<file path="config.mk">
export PLATFORM = sky130hd
export DESIGN_NAME = pll_reconfig_seq
export DESIGN_NICKNAME = d
export VERILOG_FILES = /design/src/rtl/pll_reconfig_seq.sv
export SDC_FILE = /design/constraint.sdc
export NUM_CORES = 1
export LEC_CHECK = 0
export BUFFER_PORTS_ARGS = -buffer_cell sky130_fd_sc_hd__buf_4
export CAP_MARGIN = 10
export CORE_MARGIN = 5
export CORE_UTILIZATION = 45
export CTS_CLUSTER_DIAMETER = 40
export DETAILED_ROUTE_END_ITERATION = 8
export GPL_ROUTABILITY_DRIVEN = 1
export PLACE_DENSITY = 0.78
export SLEW_MARGIN = 0
export SYNTH_ARGS = -nofsm -noshare
export SYNTH_HDL_FRONTEND = slang
export SYNTH_SLANG_ARGS = --single-unit
</file>
<file path="constraint.sdc">
create_clock -name i_clk -period 2.15 [get_ports i_clk]
set_input_delay 0.43 -clock i_clk [delete_from_list [all_inputs] [get_ports i_clk]]
set_output_delay 0.43 -clock i_clk [all_outputs]
set_load 0.02 [all_outputs]
</file>
<file path="src/rtl/pll_reconfig_seq.sv">
// pll_reconfig_seq: runs one reconfiguration of the SDRAM clock PLL through
// the reconfig IP's Avalon-MM management port. The sequence is eight register
// writes, a PLL reset pulse, and then a wait for stable lock.
// A start that arrives while a run is in progress is queued and runs next.
// The queued request is the most recent one.
// Optional build macro: PLL_RECFG_RETRY_EN. When it is defined, the first lock
// timeout restarts the sequence once instead of pulsing o_error.
//
// state   | meaning
// --------+-----------------------------------------------------------
// IDLE    | waiting for i_start
// WR      | management write for r_step asserted, waiting for !waitrequest
// GAP     | idle spacing after an accepted write
// RST     | o_pll_reset held high
// LOCK    | waiting for LOCK_STABLE consecutive locked cycles or timeout

module pll_reconfig_seq #(
    parameter int GAP_CYCLES   = 7,
    parameter int RST_CYCLES   = 8,
    parameter int LOCK_STABLE  = 16,
    parameter int LOCK_TIMEOUT = 5000000
) (
    input  logic        i_clk,
    input  logic        i_reset,
    input  logic        i_start,
    input  logic [31:0] i_cfg_m,
    input  logic [31:0] i_cfg_k,
    input  logic [31:0] i_cfg_c,
    output logic [5:0]  o_mgmt_address,
    output logic [31:0] o_mgmt_writedata,
    output logic        o_mgmt_write,
    input  logic        i_mgmt_waitrequest,
    input  logic        i_locked,
    output logic        o_pll_reset,
    output logic        o_busy,
    output logic        o_done,
    output logic        o_error
);

    localparam int GAP_LOAD = (GAP_CYCLES > 0) ? GAP_CYCLES - 1 : 0;
    localparam int RST_LOAD = (RST_CYCLES > 0) ? RST_CYCLES - 1 : 0;
    localparam int GAP_W    = (GAP_CYCLES > 1) ? $clog2(GAP_CYCLES) : 1;
    localparam int RST_W    = (RST_CYCLES > 1) ? $clog2(RST_CYCLES) : 1;
    localparam int STB_W    = $clog2(LOCK_STABLE + 1);
    localparam int TMO_W    = $clog2(LOCK_TIMEOUT + 1);

    typedef enum logic [2:0] {
        ST_IDLE,
        ST_WR,
        ST_GAP,
        ST_RST,
        ST_LOCK
    } state_t;

    state_t             r_state;
    logic [2:0]         r_step;
    logic [GAP_W-1:0]   r_gap_cnt;
    logic [RST_W-1:0]   r_rst_cnt;
    logic [STB_W-1:0]   r_stab_cnt;
    logic [TMO_W-1:0]   r_tmo_cnt;
    logic [31:0]        r_cfg_m, r_cfg_k, r_cfg_c;
    logic [31:0]        r_sh_m, r_sh_k, r_sh_c;
    logic               r_pend;
`ifdef PLL_RECFG_RETRY_EN
    logic               r_retried;
`endif

    logic               w_advance;
    logic               w_lock_ok;
    logic               w_tmo;
    logic               w_retry;
    logic               w_take_new;
    logic [31:0]        w_new_m, w_new_k, w_new_c;
    logic [37:0]        w_nxt_entry;

    // Fixed write list: {address, data} for a given step
    function automatic logic [37:0] wr_entry(input logic [2:0] step,
                                             input logic [31:0] m,
                                             input logic [31:0] k,
                                             input logic [31:0] c);
        logic [37:0] e;
        e = '0;
        case (step)
            3'd0: e = {6'd0, 32'd0};
            3'd1: e = {6'd4, m};
            3'd2: e = {6'd7, k};
            3'd3: e = {6'd3, 32'h0001_0000};
            3'd4: e = {6'd5, c};
            3'd5: e = {6'd9, 32'd1};
            3'd6: e = {6'd8, 32'd7};
            3'd7: e = {6'd2, 32'd0};
            default: e = '0;
        endcase
        return e;
    endfunction

    // Step advance, lock/timeout decisions, and selection of the next request
    always_comb begin
        w_advance   = ((r_state == ST_WR) && !i_mgmt_waitrequest && (GAP_CYCLES == 0)) ||
                      ((r_state == ST_GAP) && (r_gap_cnt == '0));
        w_lock_ok   = i_locked && (r_stab_cnt == STB_W'(LOCK_STABLE - 1));
        w_tmo       = !w_lock_ok && (r_tmo_cnt == TMO_W'(LOCK_TIMEOUT - 1));
        // An incoming start on the final cycle beats the older shadow set.
        w_take_new  = i_start || r_pend;
        w_new_m     = i_start ? i_cfg_m : r_sh_m;
        w_new_k     = i_start ? i_cfg_k : r_sh_k;
        w_new_c     = i_start ? i_cfg_c : r_sh_c;
        w_nxt_entry = wr_entry(r_step + 3'd1, r_cfg_m, r_cfg_k, r_cfg_c);
`ifdef PLL_RECFG_RETRY_EN
        // A queued request takes priority over retrying the failed one.
        w_retry     = w_tmo && !w_take_new && !r_retried;
`else
        w_retry     = 1'b0;
`endif
    end

    // Sequencer FSM with registered management, reset and status outputs
    always_ff @(posedge i_clk) begin
        if (i_reset) begin
            r_state          <= ST_IDLE;
            r_step           <= '0;
            r_gap_cnt        <= '0;
            r_rst_cnt        <= '0;
            r_stab_cnt       <= '0;
            r_tmo_cnt        <= '0;
            r_cfg_m          <= '0;
            r_cfg_k          <= '0;
            r_cfg_c          <= '0;
            r_sh_m           <= '0;
            r_sh_k           <= '0;
            r_sh_c           <= '0;
            r_pend           <= 1'b0;
`ifdef PLL_RECFG_RETRY_EN
            r_retried        <= 1'b0;
`endif
            o_mgmt_address   <= '0;
            o_mgmt_writedata <= '0;
            o_mgmt_write     <= 1'b0;
            o_pll_reset      <= 1'b0;
            o_busy           <= 1'b0;
            o_done           <= 1'b0;
            o_error          <= 1'b0;
        end else begin
            o_done  <= 1'b0;
            o_error <= 1'b0;

            if (i_start && (r_state != ST_IDLE)) begin
                r_pend <= 1'b1;
                r_sh_m <= i_cfg_m;
                r_sh_k <= i_cfg_k;
                r_sh_c <= i_cfg_c;
            end

            case (r_state)
                ST_IDLE: begin
                    if (i_start) begin
                        r_cfg_m          <= i_cfg_m;
                        r_cfg_k          <= i_cfg_k;
                        r_cfg_c          <= i_cfg_c;
`ifdef PLL_RECFG_RETRY_EN
                        r_retried        <= 1'b0;
`endif
                        r_step           <= '0;
                        o_mgmt_address   <= '0;
                        o_mgmt_writedata <= '0;
                        o_mgmt_write     <= 1'b1;
                        o_busy           <= 1'b1;
                        r_state          <= ST_WR;
                    end
                end

                ST_WR: begin
                    if (!i_mgmt_waitrequest && (GAP_CYCLES > 0)) begin
                        o_mgmt_write <= 1'b0;
                        r_gap_cnt    <= GAP_W'(GAP_LOAD);
                        r_state      <= ST_GAP;
                    end
                end

                ST_GAP: begin
                    if (r_gap_cnt != '0) begin
                        r_gap_cnt <= r_gap_cnt - 1'b1;
                    end
                end

                ST_RST: begin
                    if (r_rst_cnt == '0) begin
                        o_pll_reset <= 1'b0;
                        r_stab_cnt  <= '0;
                        r_tmo_cnt   <= '0;
                        r_state     <= ST_LOCK;
                    end else begin
                        r_rst_cnt <= r_rst_cnt - 1'b1;
                    end
                end

                ST_LOCK: begin
                    if (!i_locked) begin
                        r_stab_cnt <= '0;
                    end else if (r_stab_cnt != STB_W'(LOCK_STABLE)) begin
                        r_stab_cnt <= r_stab_cnt + 1'b1;
                    end
                    if (r_tmo_cnt != TMO_W'(LOCK_TIMEOUT)) begin
                        r_tmo_cnt <= r_tmo_cnt + 1'b1;
                    end

                    if (w_lock_ok) begin
                        o_done <= 1'b1;
                    end else if (w_tmo && !w_retry) begin
                        o_error <= 1'b1;
                    end

                    if (w_lock_ok || w_tmo) begin
                        if (w_retry || w_take_new) begin
                            if (!w_retry) begin
                                r_cfg_m   <= w_new_m;
                                r_cfg_k   <= w_new_k;
                                r_cfg_c   <= w_new_c;
                                r_pend    <= 1'b0;
                            end
`ifdef PLL_RECFG_RETRY_EN
                            r_retried <= w_retry;
`endif
                            r_step           <= '0;
                            o_mgmt_address   <= '0;
                            o_mgmt_writedata <= '0;
                            o_mgmt_write     <= 1'b1;
                            r_state          <= ST_WR;
                        end else begin
                            o_busy  <= 1'b0;
                            r_state <= ST_IDLE;
                        end
                    end
                end

                default: r_state <= ST_IDLE;
            endcase

            if (w_advance) begin
                if (r_step == 3'd7) begin
                    o_mgmt_write <= 1'b0;
                    o_pll_reset  <= 1'b1;
                    r_rst_cnt    <= RST_W'(RST_LOAD);
                    r_state      <= ST_RST;
                end else begin
                    r_step                              <= r_step + 3'd1;
                    {o_mgmt_address, o_mgmt_writedata}  <= w_nxt_entry;
                    o_mgmt_write                        <= 1'b1;
                    r_state                             <= ST_WR;
                end
            end
        end
    end

endmodule

</file>
* After elaboration in Yosys (flattened, before gate mapping) *
Index checks and enable logic that the tools add are counted.

cells by class
  equal/unequal tests = 31
  add/subtract/negate cells = 5
  multiplexer cells = 76
  bitwise gates (word level) = 1
  reductions and logical operators = 26

operators by type and width
  cell                   number
  $mux 32                17
  $pmux 38 s8            1
  $pmux 32 s2            4
  $mux 3                 16
  $mux 23                2
  $pmux 23 s2            1
  $mux 6                 5
  $add 23x1->23 const B  1
  $eq 23x23->1 const B   1
  $ne 23x23->1 const B   1
  $mux 1                 19
  $eq 3x3->1 const B     6
  $ne 3x3->1 const B     6
  $ne 2x2->1 const B     8
  $mux 5                 3
  $pmux 3 s5             1
  $eq 3x2->1 const B     4
  $logic_not 3->1        4
  $pmux 3 s2             2
  $pmux 6 s2             1
  $pmux 5 s2             1
  $reduce_and 5->1       2
  $reduce_and 3->1       3
  $reduce_and 4->1       2
  other kinds (19)       28

word-level totals
  input bits = 101
  word-level logic and storage cells = 159
  register bits = 276
  output and inout port bits = 43

* Longest topological paths before layout *
Gate-level depths: netlist of the first run.

  word-level depth = 9
  mapped depth = 9
  depth with buffers taken out = 8

* Least setup slack after synthesis of the first run *
No wires, ideal clock.

  path kind = flip-flop to flip-flop
  start = register r_rst_cnt[0]
  end = register r_tmo_cnt[16]
  setup time = 0.116 ns
  arrival time = 2.044 ns
  cell stages (with the launch flop) = 9
  path buffers = 0
  period minus slack after synthesis = 2.160 ns
  path slack = -0.010 ns
  data required time = 2.034 ns
  cells stage by stage = dfxtp_1 -> inv_1 -> ha_1 -> ha_1 -> nand4b_1 -> and4_1 -> a2111oi_4 -> a31oi_1 -> a41o_1

on the way
  word-level cells in the longest chain between the ends = 3

ends and longest elaborated chain
  what                        line  RTL
  from (decl)                 58    logic [RST_W-1:0] r_rst_cnt;
  from (signal assigned)      193   r_rst_cnt <= r_rst_cnt - 1'b1;
  from (signal assigned)      243   r_rst_cnt <= RST_W'(RST_LOAD);
  $logic_not 3->1             187   if (r_rst_cnt == '0) begin
  $ne 2x2->1 (no line)        --
  $reduce_and 3->1 (no line)  --
  to (signal assigned)        204   r_tmo_cnt <= r_tmo_cnt + 1'b1;
  to (decl)                   60    logic [TMO_W-1:0] r_tmo_cnt;

Every way passes these cells.
A chain may end at the register's enable or synchronous reset.

* Final worst setup path of the first run *
  start = register r_step[1]
  end = register o_mgmt_writedata[11]

on the way
  word-level cells in the longest chain between the ends = 5
  elaborated cells between the ends (all ways) = 13

ends and longest elaborated chain
  what                                      line  RTL
  from (decl)                               56    logic [2:0] r_step;
  from (signal assigned)                    246   r_step <= r_step + 3'd1;
  $add 3x1->3                               108   w_nxt_entry = wr_entry(r_step + 3'd1, r_cfg_m, r_cfg_k, r_cfg_c);
  $eq 3x3->1, or another cell as far along  83    case (step)
  $pmux 38 s8                               83
  $mux 32 *                                 240   if (r_step == 3'd7) begin
  $mux 32 *                                 239   if (w_advance) begin
  to (signal assigned)                      247   {o_mgmt_address, o_mgmt_writedata} <= w_nxt_entry;
  to (decl)                                 30    output logic [31:0] o_mgmt_writedata,

Every way passes the cells marked *; elsewhere a longest branch is shown, timed or not. The select of a mux whose other input is x is not followed.

==> results of run 1 <==
-- worst max-delay path, stage by stage, from the launching register on --
cell	delay (ns)
sky130_fd_sc_hd__dfxtp_1	0.34
sky130_fd_sc_hd__ha_1	0.21
sky130_fd_sc_hd__ha_1	0.29
sky130_fd_sc_hd__and2_1	0.23
sky130_fd_sc_hd__buf_12	0.19
sky130_fd_sc_hd__a22oi_1	0.39
sky130_fd_sc_hd__nand2_1	0.11
sky130_fd_sc_hd__a22o_2	0.23
-- path summary, 6_finish.rpt --
check / endpoint / slack (ns) / cells after the start
worst min-delay path: r_sh_k[11] / 0.16 / 3
worst max-delay path: o_mgmt_writedata[11] / 0.03 / 7
worst max register to register: o_mgmt_writedata[11] / 0.03 / 7
worst min register to register: r_sh_k[4] / 0.45 / 2
-- placed cells by master (no fill, tap or decap), drive strengths merged, types with 5 or more instances in the layout --
cell type / Yosys / routed
clkbuf: 78 / 52
and2: 7 / 7
a21oi: 211 / 211
a211oi: 5 / 5
or3: 10 / 10
dfxtp: 276 / 276
mux2: 96 / 96
a21bo: 96 / 96
nand4: 9 / 9
nand2b: 7 / 7
clkinv: 0 / 7
nor3: 14 / 14
ha: 16 / 16
xnor2: 11 / 11
a22o: 33 / 33
o21ai: 15 / 15
nor2: 41 / 41
inv: 21 / 24
nand3: 105 / 105
buf: 49 / 213
nor4: 8 / 8
a22oi: 31 / 31
nor2b: 5 / 5
nand2: 275 / 275
-- layout make-up --
cell class              count  area, um2
clock inverters            18        229
flip-flops and latches    276       5530
multi-input cells        1054       6890
repair buffers            217       1970
fillers                  2380      12300
well taps                 384        480
clock buffers              48       1050
inverters                  21       78.8
-- state kept, by name (all words and copies together) (netlist names), 3 cells and up --
register,cells
r_sh_c,32
o_mgmt_address,6
r_sh_m,32
r_rst_cnt,3
r_cfg_m,32
r_state,3
r_step,3
r_tmo_cnt,23
r_stab_cnt,5
r_sh_k,32
o_mgmt_writedata,32
r_cfg_c,32
r_gap_cnt,3
r_cfg_k,32
-- power groups by stage --
stage	clock network [uW]	registers (uW)	logic [uW]
global placement	0	5610	1410
CTS	6360	5520	1460
detailed placement	0	5620	1440
floorplan	0	5580	929
global route	6610	5540	1630
finish	6300	5530	1490
-- per-stage QoR --
step | std cells | power (uW) | hold WS (ns)
6_report | 2018 | 13300 | 0.162
5_1_grt | 2018 | 13800 | 0.165
4_1_cts | 2012 | 13300 | 0.157
3_5_place_dp | 1946 | 7070 | 0.443
3_3_place_gp | 1946 | 7020 | 0.438
2_1_floorplan | 1478 | 6510 | 0.433
-- layer usage --
| layer | share of wire (%) | GRT usage, % | up-vias |
|---|---|---|---|
| li1 | - | - | 5458 |
| met1 | 42 | 28.7 | 5445 |
| met2 | 47 | 35.0 | 407 |
| met3 | 8.4 | 4.89 | 71 |
| met4 | 3.4 | 8.25 | 0 |
| met5 | 0 | 0 | - |
-- cell families (layout without fill, tap and decap cells) --
family / count (synthesis) / in the layout / share of synthesized area, %
compound gates: 422 / 422 / 23.1
flops: 276 / 276 / 42.9
fa+ha+maj: 16 / 16 / 1.55
simple gates: 503 / 503 / 17.8
xor+xnor: 14 / 14 / 0.952
buf+inv: 148 / 304 / 5.04
mux: 99 / 99 / 8.63
-- repair_timing --
action                     CTS  global route
cloned                       0             4
setup buffers                0             2
setup endpoints to repair   10           154
pin swaps                    0             5
gates resized for setup      4            35
==> impl_metrics.env, run 1 <==
export IMPL_cts_max_level=2
export IMPL_setup_worst_path_end_class="flop"
export IMPL_power_frac_seq_pct=41.5
export IMPL_initial_antenna_violation_count=0
export IMPL_maximum_number_of_pins_on_one_net_before_global_route_repair=160
export IMPL_synth_flop_cell="sky130_fd_sc_hd__dfxtp_1"
export IMPL_syn_area_um2=12900
export IMPL_timing_setup_critical_path_class="reg -> reg"
export IMPL_grt_overflow_total=0
export IMPL_synth_yosys_seq_area_share_pct=42.9
export IMPL_number_of_buffers_inserted_by_port_buffering=143
export IMPL_dpl_worst_slack_ns=0.00207
export IMPL_critical_path_peak_fanout=31
export IMPL_worstHoldStart="i_cfg_k[11]"
export IMPL_final_setup_worst_slack_ns=0.0268
export IMPL_cellPowerDensity_nw_per_um2=821
export IMPL_drtIter0Drc=1051
export IMPL_internal_power_uw=10000
export IMPL_layout_cell_area_non_filler_um2=16200
export IMPL_drive_above_1_share_pct=32.3
export IMPL_grt_util_all_layers_pct=21.8
export IMPL_ys_seq_elements=276
export IMPL_tritoncts_clock_tree="yes"
export IMPL_clock_sinks=276
export IMPL_fin_skew_ns=0.0199
export IMPL_cts_made_buffers=37
export IMPL_first_global_vias=10800
export IMPL_final_min_period_over_clock_period_pct=98.8
export IMPL_share_clk_of_total_power_pct=47.3
export IMPL_syn_mean_instance_area_um2=8.71
export IMPL_maxCapViolations=0
export IMPL_rows=62
export IMPL_clk_latency_ns=0.52
export IMPL_design_final_nets=1724
export IMPL_crit_arrival_ns=2.53
export IMPL_power_spent_charging_and_discharging_nets_uw=3310
export IMPL_worst_margin_slew_ns=0.789
export IMPL_worst_r2r_startpoint="r_step[1]"
export IMPL_antenna_diode_count=0
export IMPL_floorplan_die_area_um2=32100
export IMPL_synth_area_top_cells="sky130_fd_sc_hd__dfxtp_1, sky130_fd_sc_hd__mux2_2, sky130_fd_sc_hd__a21oi_1"
export IMPL_data_required_time_of_the_worst_path_ns=2.55
export IMPL_die_height_um=179
export IMPL_leakage_power_of_the_design_uw=0.00627
export IMPL_die_width_um=179
export IMPL_netlist_cell_type_count=67
export IMPL_route_detailed_vias_per_inst=5.64
export IMPL_power_ir_vdd_worst_mv=0.576
export IMPL_crit_start="r_step[1]"
export IMPL_detailed_place_area_um2=14700
export IMPL_synth_async_reset_ratio_pct=0
export IMPL_finalSetupViolations=0
export IMPL_effective_utilization_at_floorplan_pct=45.2
export IMPL_status="completed"
export IMPL_clkSlewWorstSetupHoldPaths_ns=0.06
export IMPL_cts_hold_repair_buffers=0
export IMPL_drt_first_pass_iters=5
export IMPL_cell_at_the_root_of_the_clock_tree="sky130_fd_sc_hd__clkbuf_16"
export IMPL_fin_setup_tns_ns=0
export IMPL_max_slew_margin_rel_pct=47.4
export IMPL_core_um2=28500
export IMPL_yosysMostFrequentCell="sky130_fd_sc_hd__dfxtp_1"
export IMPL_final_max_slew_viol_count=0
export IMPL_wl_um=36800
export IMPL_clk_path_buf_depth=3
export IMPL_synth_top_area_share_pct=42.9
export IMPL_area_growth_syn_to_fin_pct=25.9
export IMPL_hold_violations=0
export IMPL_count_of_flip_flops_with_a_built_in_enable_after_synthesis=0
export IMPL_swShare_pct=24.9
export IMPL_utilization_pct=57.0
export IMPL_detailed_place_hpwl_um=24400
export IMPL_finalWorstPathRequiredPeriod_ns=2.12
export IMPL_grt_pass1_wl_um=56500
export IMPL_synth_warning_count=0
export IMPL_synth_nets=1595
export IMPL_drcViolationCount=0
export IMPL_post_detailed_route_count_of_antenna_violating_nets=0
export IMPL_io_pins=144
export IMPL_place_gp_congestion=0.870
export IMPL_p_comb_share_pct=11.2
export IMPL_detailroute_via_count=11400
export IMPL_synth_top_cells_by_count="sky130_fd_sc_hd__dfxtp_1, sky130_fd_sc_hd__nand2_1, sky130_fd_sc_hd__a21oi_1"
export IMPL_detail_route_wl_per_cell_um=18.2
export IMPL_crit_path_start_kind="flop"
export IMPL_synthesis_instances=1478
export IMPL_timing_fmax_mhz=471
export IMPL_hold_class="in -> reg"
export IMPL_synthDominantAreaCellType="sky130_fd_sc_hd__dfxtp_1"
Power figures use the tool's default switching activity.
==> inputs of run 2 (changes only) <==
GPL_TIMING_DRIVEN = 0   (was unset)
PLACE_DENSITY = 0.76   (was 0.78)
clock period = 2.75 ns   (was 2.15 ns; I/O delays follow)
==> impl_metrics.env, run 2 (synthesis results as in run 1) <==
export IMPL_dpl_worst_slack_ns=0.0762
export IMPL_place_gp_congestion=0.941
export IMPL_maxCapViolations=0
export IMPL_critical_path_peak_fanout=10
export IMPL_hold_class="in -> reg"
export IMPL_detail_route_wl_per_cell_um=18.0
export IMPL_initial_antenna_violation_count=0
export IMPL_first_global_vias=10900
export IMPL_cp_endpoint="r_cfg_m[25]"
export IMPL_layout_cells_most_common="sky130_fd_sc_hd__dfxtp_1"
export IMPL_hold_violations=0
export IMPL_ff2ff_setup_slack_ns=0.11
export IMPL_crit_path_start_kind="flop"
export IMPL_drt_first_pass_iters=5
export IMPL_setup_repair_after_global_routing_missed_its_margin="no"
export IMPL_timing_setup_critical_path_class="reg -> reg"
export IMPL_final_setup_worst_slack_ns=0.111
export IMPL_antenna_diode_count=0
export IMPL_die_height_um=179
export IMPL_worst_margin_slew_ns=0.836
export IMPL_cts_max_level=2
export IMPL_grt_pass1_wl_um=57300
export IMPL_die_width_um=179
export IMPL_status="completed"
export IMPL_data_required_time_of_the_worst_path_ns=3.11
export IMPL_post_detailed_route_count_of_antenna_violating_nets=0
export IMPL_final_max_slew_viol_count=0
export IMPL_io_pins=144
export IMPL_drcViolationCount=0
export IMPL_maximum_number_of_pins_on_one_net_before_global_route_repair=14
export IMPL_cts_made_buffers=36
export IMPL_crit_start="r_tmo_cnt[0]"
export IMPL_core_um2=28500
export IMPL_finalWorstPathRequiredPeriod_ns=2.64
export IMPL_fin_skew_ns=0.0210
export IMPL_timing_fmax_mhz=379
export IMPL_finalNonFillerCells=2069
export IMPL_detailroute_via_count=11500
export IMPL_cell_at_the_root_of_the_clock_tree="sky130_fd_sc_hd__clkbuf_16"
export IMPL_placed_cells=2005
export IMPL_route_detailed_vias_per_inst=5.58
export IMPL_leakage_power_of_the_design_uw=0.00597
export IMPL_rows=62
export IMPL_drive_above_1_share_pct=27.7
export IMPL_design_final_nets=1777
export IMPL_floorplan_die_area_um2=32100
export IMPL_cts_hold_repair_buffers=0
export IMPL_ff2ff_path_depth=8
export IMPL_effective_utilization_at_floorplan_pct=45.2
export IMPL_regToRegEndpoint="r_cfg_m[25]"
export IMPL_area_growth_syn_to_fin_pct=21.4
export IMPL_number_of_buffers_inserted_by_port_buffering=143
export IMPL_max_slew_margin_rel_pct=44.3
export IMPL_fin_total_pwr_uw=10100
export IMPL_grt_overflow_total=0
export IMPL_fin_setup_tns_ns=0
export IMPL_wl_um=37200
export IMPL_layout_common_cells="sky130_fd_sc_hd__dfxtp_1, sky130_fd_sc_hd__nand2_1, sky130_fd_sc_hd__a21oi_1"
export IMPL_setup_worst_path_end_class="flop"
export IMPL_power_ir_vdd_worst_mv=0.329
export IMPL_crit_arrival_ns=3.00
export IMPL_final_fill_count=2553
export IMPL_clk_path_buf_depth=3
export IMPL_grt_util_all_layers_pct=22.4
export IMPL_tritoncts_clock_tree="yes"
export IMPL_finalSetupViolations=0
export IMPL_clk_latency_ns=0.52
export IMPL_clock_sinks=276
export IMPL_drtIter0Drc=863
export IMPL_final_min_period_over_clock_period_pct=95.9
export IMPL_clkSlewWorstSetupHoldPaths_ns=0.06
export IMPL_cellPowerDensity_nw_per_um2=645
export IMPL_worst_r2r_startpoint="r_tmo_cnt[0]"
export IMPL_detailed_place_hpwl_um=27400
run 2: per-layer routing:
metal  up-vias  GRT usage (%)  wire length, um
li1       5570              -                -
met1      5523           30.0            16000
met2       369           35.5            17000
met3        81           4.32             2670
met4         0           9.33             1460
met5         -              0                0
run 2: critical path: stages (launching register included):
cell and delay, ns:
sky130_fd_sc_hd__dfxtp_1 0.43, sky130_fd_sc_hd__ha_1 0.21, sky130_fd_sc_hd__inv_1 0.08, sky130_fd_sc_hd__or2_2 0.38
sky130_fd_sc_hd__o311ai_4 0.50, sky130_fd_sc_hd__clkbuf_4 0.36, sky130_fd_sc_hd__buf_2 0.27, sky130_fd_sc_hd__a21bo_2 0.18
sky130_fd_sc_hd__a21oi_1 0.06
run 2: layout make-up:
cell class	count	area (um2)	share of cell area (%)
timing repair buffer	144	1080	6.92
sequential	276	5530	35.3
clock buffer	41	940	6.01
multi-input combinational	1054	6700	42.9
clock inverter	22	246	1.58
inverter	21	78.8	0.504
tap	384	480	3.07
buffer	127	577	3.69
run 2: how the worst min path moves through the flow:
stage           startpoint          to  slack, ns  cells past startpoint
2_1_floorplan    r_sh_c[0]   r_sh_c[0]       0.43                      2
3_3_place_gp     r_sh_c[3]   r_sh_c[3]       0.44                      2
3_5_place_dp    r_sh_k[21]  r_sh_k[21]       0.44                      2
4_1_cts        i_cfg_c[17]  r_sh_c[17]       0.27                      3
5_1_grt         i_cfg_m[4]   r_sh_m[4]       0.28                      3
6_report       i_cfg_c[17]  r_sh_c[17]       0.28                      3
run 2: metrics by stage:
stage | util (%) | hold slack (ns) | cell area [um2]
detailed placement | 50.7 | 0.443 | 14400
global placement | 50.7 | 0.437 | 14400
floorplan | - | 0.433 | 12900
CTS | 54.9 | 0.269 | 15600
finish | 54.9 | 0.282 | 15600
global route | 54.9 | 0.282 | 15600
run 2: timing repair:
action / CTS / global route
gates resized for setup: 0 / 7
endpoints found under the setup margin: 0 / 73
buffers inserted: 0 / 1
run 2: power breakdown:
group | leakage, uW | switching, uW | total, uW | internal (uW)
sequential | 0.00225 | 125 | 4330 | 4210
combinational | 0.00315 | 651 | 1130 | 475
clock | 0.000571 | 1840 | 4630 | 2780
==> inputs of run 3 (changes only) <==
ABC_AREA = 1   (was unset)
==> impl_metrics.env, run 3 <==
export IMPL_yosysMostFrequentCell="sky130_fd_sc_hd__nand2_1"
export IMPL_design_final_nets=2137
export IMPL_fin_setup_tns_ns=0
export IMPL_initial_antenna_violation_count=0
export IMPL_internal_power_uw=9860
export IMPL_p_comb_share_pct=29.6
export IMPL_cellPowerDensity_nw_per_um2=1010
export IMPL_timing_fmax_mhz=431
export IMPL_detail_route_wl_per_cell_um=16.2
export IMPL_die_height_um=178
export IMPL_cell_at_the_root_of_the_clock_tree="sky130_fd_sc_hd__clkbuf_16"
export IMPL_io_pins=144
export IMPL_cts_hold_repair_buffers=0
export IMPL_layout_common_cells="sky130_fd_sc_hd__nand2_1, sky130_fd_sc_hd__nor2_1, sky130_fd_sc_hd__dfxtp_1"
export IMPL_clkSlewWorstSetupHoldPaths_ns=0.06
export IMPL_finalWorstPathRequiredPeriod_ns=2.32
export IMPL_synth_top_area_share_pct=43.7
export IMPL_core_um2=27800
export IMPL_data_required_time_of_the_worst_path_ns=3.16
export IMPL_hold_violations=0
export IMPL_final_min_period_over_clock_period_pct=84.3
export IMPL_drt_first_pass_iters=6
export IMPL_syn_mean_instance_area_um2=6.88
export IMPL_place_gp_congestion=0.965
export IMPL_fin_total_pwr_uw=15700
export IMPL_grt_overflow_total=0
export IMPL_final_fill_count=2632
export IMPL_cts_max_level=2
export IMPL_synth_area_top_cells="sky130_fd_sc_hd__dfxtp_1, sky130_fd_sc_hd__nand2_1, sky130_fd_sc_hd__o21ai_0"
export IMPL_crit_arrival_ns=2.73
export IMPL_swShare_pct=37.2
export IMPL_cts_repair_resizes=0
export IMPL_synth_warning_count=0
export IMPL_leakage_power_of_the_design_uw=0.00657
export IMPL_worst_hold_slack_after_final_layout_ns=0.273
export IMPL_worst_margin_slew_ns=0.744
export IMPL_first_global_vias=12200
export IMPL_synth_flop_cell="sky130_fd_sc_hd__dfxtp_1"
export IMPL_power_ir_vdd_worst_mv=0.550
export IMPL_post_detailed_route_count_of_antenna_violating_nets=0
export IMPL_hold_class="in -> reg"
export IMPL_timing_setup_critical_path_class="reg -> reg"
export IMPL_clk_path_buf_depth=3
export IMPL_fin_skew_ns=0.0210
export IMPL_synth_yosys_seq_area_share_pct=43.7
export IMPL_postCtsSetupBuffers=0
export IMPL_effective_utilization_at_floorplan_pct=45.5
export IMPL_syn_area_um2=12600
export IMPL_antenna_diode_count=0
export IMPL_drtIter0Drc=1372
export IMPL_worst_r2r_startpoint="r_tmo_cnt[0]"
export IMPL_maximum_number_of_pins_on_one_net_before_global_route_repair=14
export IMPL_clock_sinks=276
export IMPL_ys_seq_elements=276
export IMPL_route_detailed_vias_per_inst=5.36
export IMPL_worstHoldStart="i_cfg_m[5]"
export IMPL_detailroute_via_count=13000
export IMPL_crit_start="r_tmo_cnt[0]"
export IMPL_clk_latency_ns=0.53
export IMPL_die_width_um=178
export IMPL_wl_um=39400
export IMPL_finalSetupViolations=0
export IMPL_setup_worst_path_end_class="flop"
export IMPL_maxCapViolations=0
export IMPL_detailed_place_hpwl_um=29000
export IMPL_tritoncts_clock_tree="yes"
export IMPL_max_slew_margin_rel_pct=50.4
export IMPL_final_max_slew_viol_count=0
export IMPL_utilization_pct=55.8
export IMPL_synthDominantAreaCellType="sky130_fd_sc_hd__dfxtp_1"
export IMPL_synthesis_instances=1837
export IMPL_setup_repair_after_global_routing_missed_its_margin="no"
export IMPL_rows=61
export IMPL_power_spent_charging_and_discharging_nets_uw=5830
export IMPL_critical_path_peak_fanout=10
export IMPL_area_growth_syn_to_fin_pct=22.6
export IMPL_synth_async_reset_ratio_pct=0
export IMPL_count_of_flip_flops_with_a_built_in_enable_after_synthesis=0
export IMPL_drcViolationCount=0
export IMPL_netlist_cell_type_count=42
export IMPL_grt_util_all_layers_pct=24.3
export IMPL_number_of_buffers_inserted_by_port_buffering=143
export IMPL_crit_path_start_kind="flop"
export IMPL_status="completed"
export IMPL_grt_pass1_wl_um=61700
export IMPL_synth_nets=1954
export IMPL_share_clk_of_total_power_pct=32.0
export IMPL_synth_top_cells_by_count="sky130_fd_sc_hd__nand2_1, sky130_fd_sc_hd__nor2_1, sky130_fd_sc_hd__dfxtp_1"
export IMPL_cts_made_buffers=38
export IMPL_power_frac_seq_pct=38.5
export IMPL_floorplan_die_area_um2=31600
export IMPL_layout_cells_most_common="sky130_fd_sc_hd__nand2_1"
export IMPL_drive_above_1_share_pct=15.3
-- run 3: area by class of cell --
| class | count | area (um2) | area share [%] |
|---|---|---|---|
| Clock buffer | 43 | 1000 | 6.46 |
| Multi-Input combinational cell | 1310 | 6030 | 38.9 |
| Buffer | 119 | 587 | 3.79 |
| Clock inverter | 26 | 305 | 1.97 |
| Sequential cell | 276 | 5530 | 35.7 |
| Timing Repair Buffer | 143 | 1070 | 6.93 |
| Inverter | 132 | 500 | 3.23 |
| Tap cell | 378 | 473 | 3.05 |
-- run 3: layer usage --
layer  up-vias  global-route usage, %  share of wire, %
met4         2                   11.6               4.7
met1      5984                   32.4                42
met3       121                   4.24               8.3
li1       6322                      -                 -
met5         -                  0.962              0.10
met2       582                   38.3                45
-- run 3: through the flow --
stage                     worst slack, ns  instances  area, um2
after detailed placement            0.487       2358      14200
final                               0.431       2427      15500
after floorplan                     0.966       1837      12600
after CTS                           0.484       2427      15500
after global placement              0.505       2358      14200
after global routing                0.249       2427      15500
-- run 3: worst paths after layout --
path	to	slack [ns]	depth (start not counted)
max reg2reg	r_cfg_m[8]	0.43	9
min reg2reg	o_mgmt_address[5]	0.45	2
min	r_sh_m[5]	0.27	3
max	r_cfg_m[8]	0.43	9
-- run 3: power by group through the flow --
stage	clock network, uW	logic (uW)	registers (uW)
6_report	5010	4640	6030
5_1_grt	5230	5220	6110
4_1_cts	5050	4590	6000
3_5_place_dp	0	4540	6060
3_3_place_gp	0	4420	6020
2_1_floorplan	0	3340	5770
-- run 3: cell families after synthesis --
| logic type | after synthesis | synth area share, % |
|---|---|---|
| buffers and inverters | 251 | 8.60 |
| AO/OA/AOI/OAI | 458 | 18.4 |
| XOR/XNOR | 10 | 0.693 |
| adder cells (fa/ha/maj) | 16 | 1.58 |
| AND/OR/NAND/NOR | 826 | 27.0 |
| flip-flops | 276 | 43.7 |
-- run 3: critical path, stage by stage, from the launching register on --
cell and delay [ns]:
sky130_fd_sc_hd__dfxtp_1 0.44, sky130_fd_sc_hd__ha_1 0.33, sky130_fd_sc_hd__nand3_1 0.17, sky130_fd_sc_hd__nor2_2 0.21
sky130_fd_sc_hd__nand3_2 0.14, sky130_fd_sc_hd__nand3_4 0.12, sky130_fd_sc_hd__nand2_4 0.18, sky130_fd_sc_hd__clkbuf_1 0.24
sky130_fd_sc_hd__o21ai_0 0.31, sky130_fd_sc_hd__nor2_1 0.08
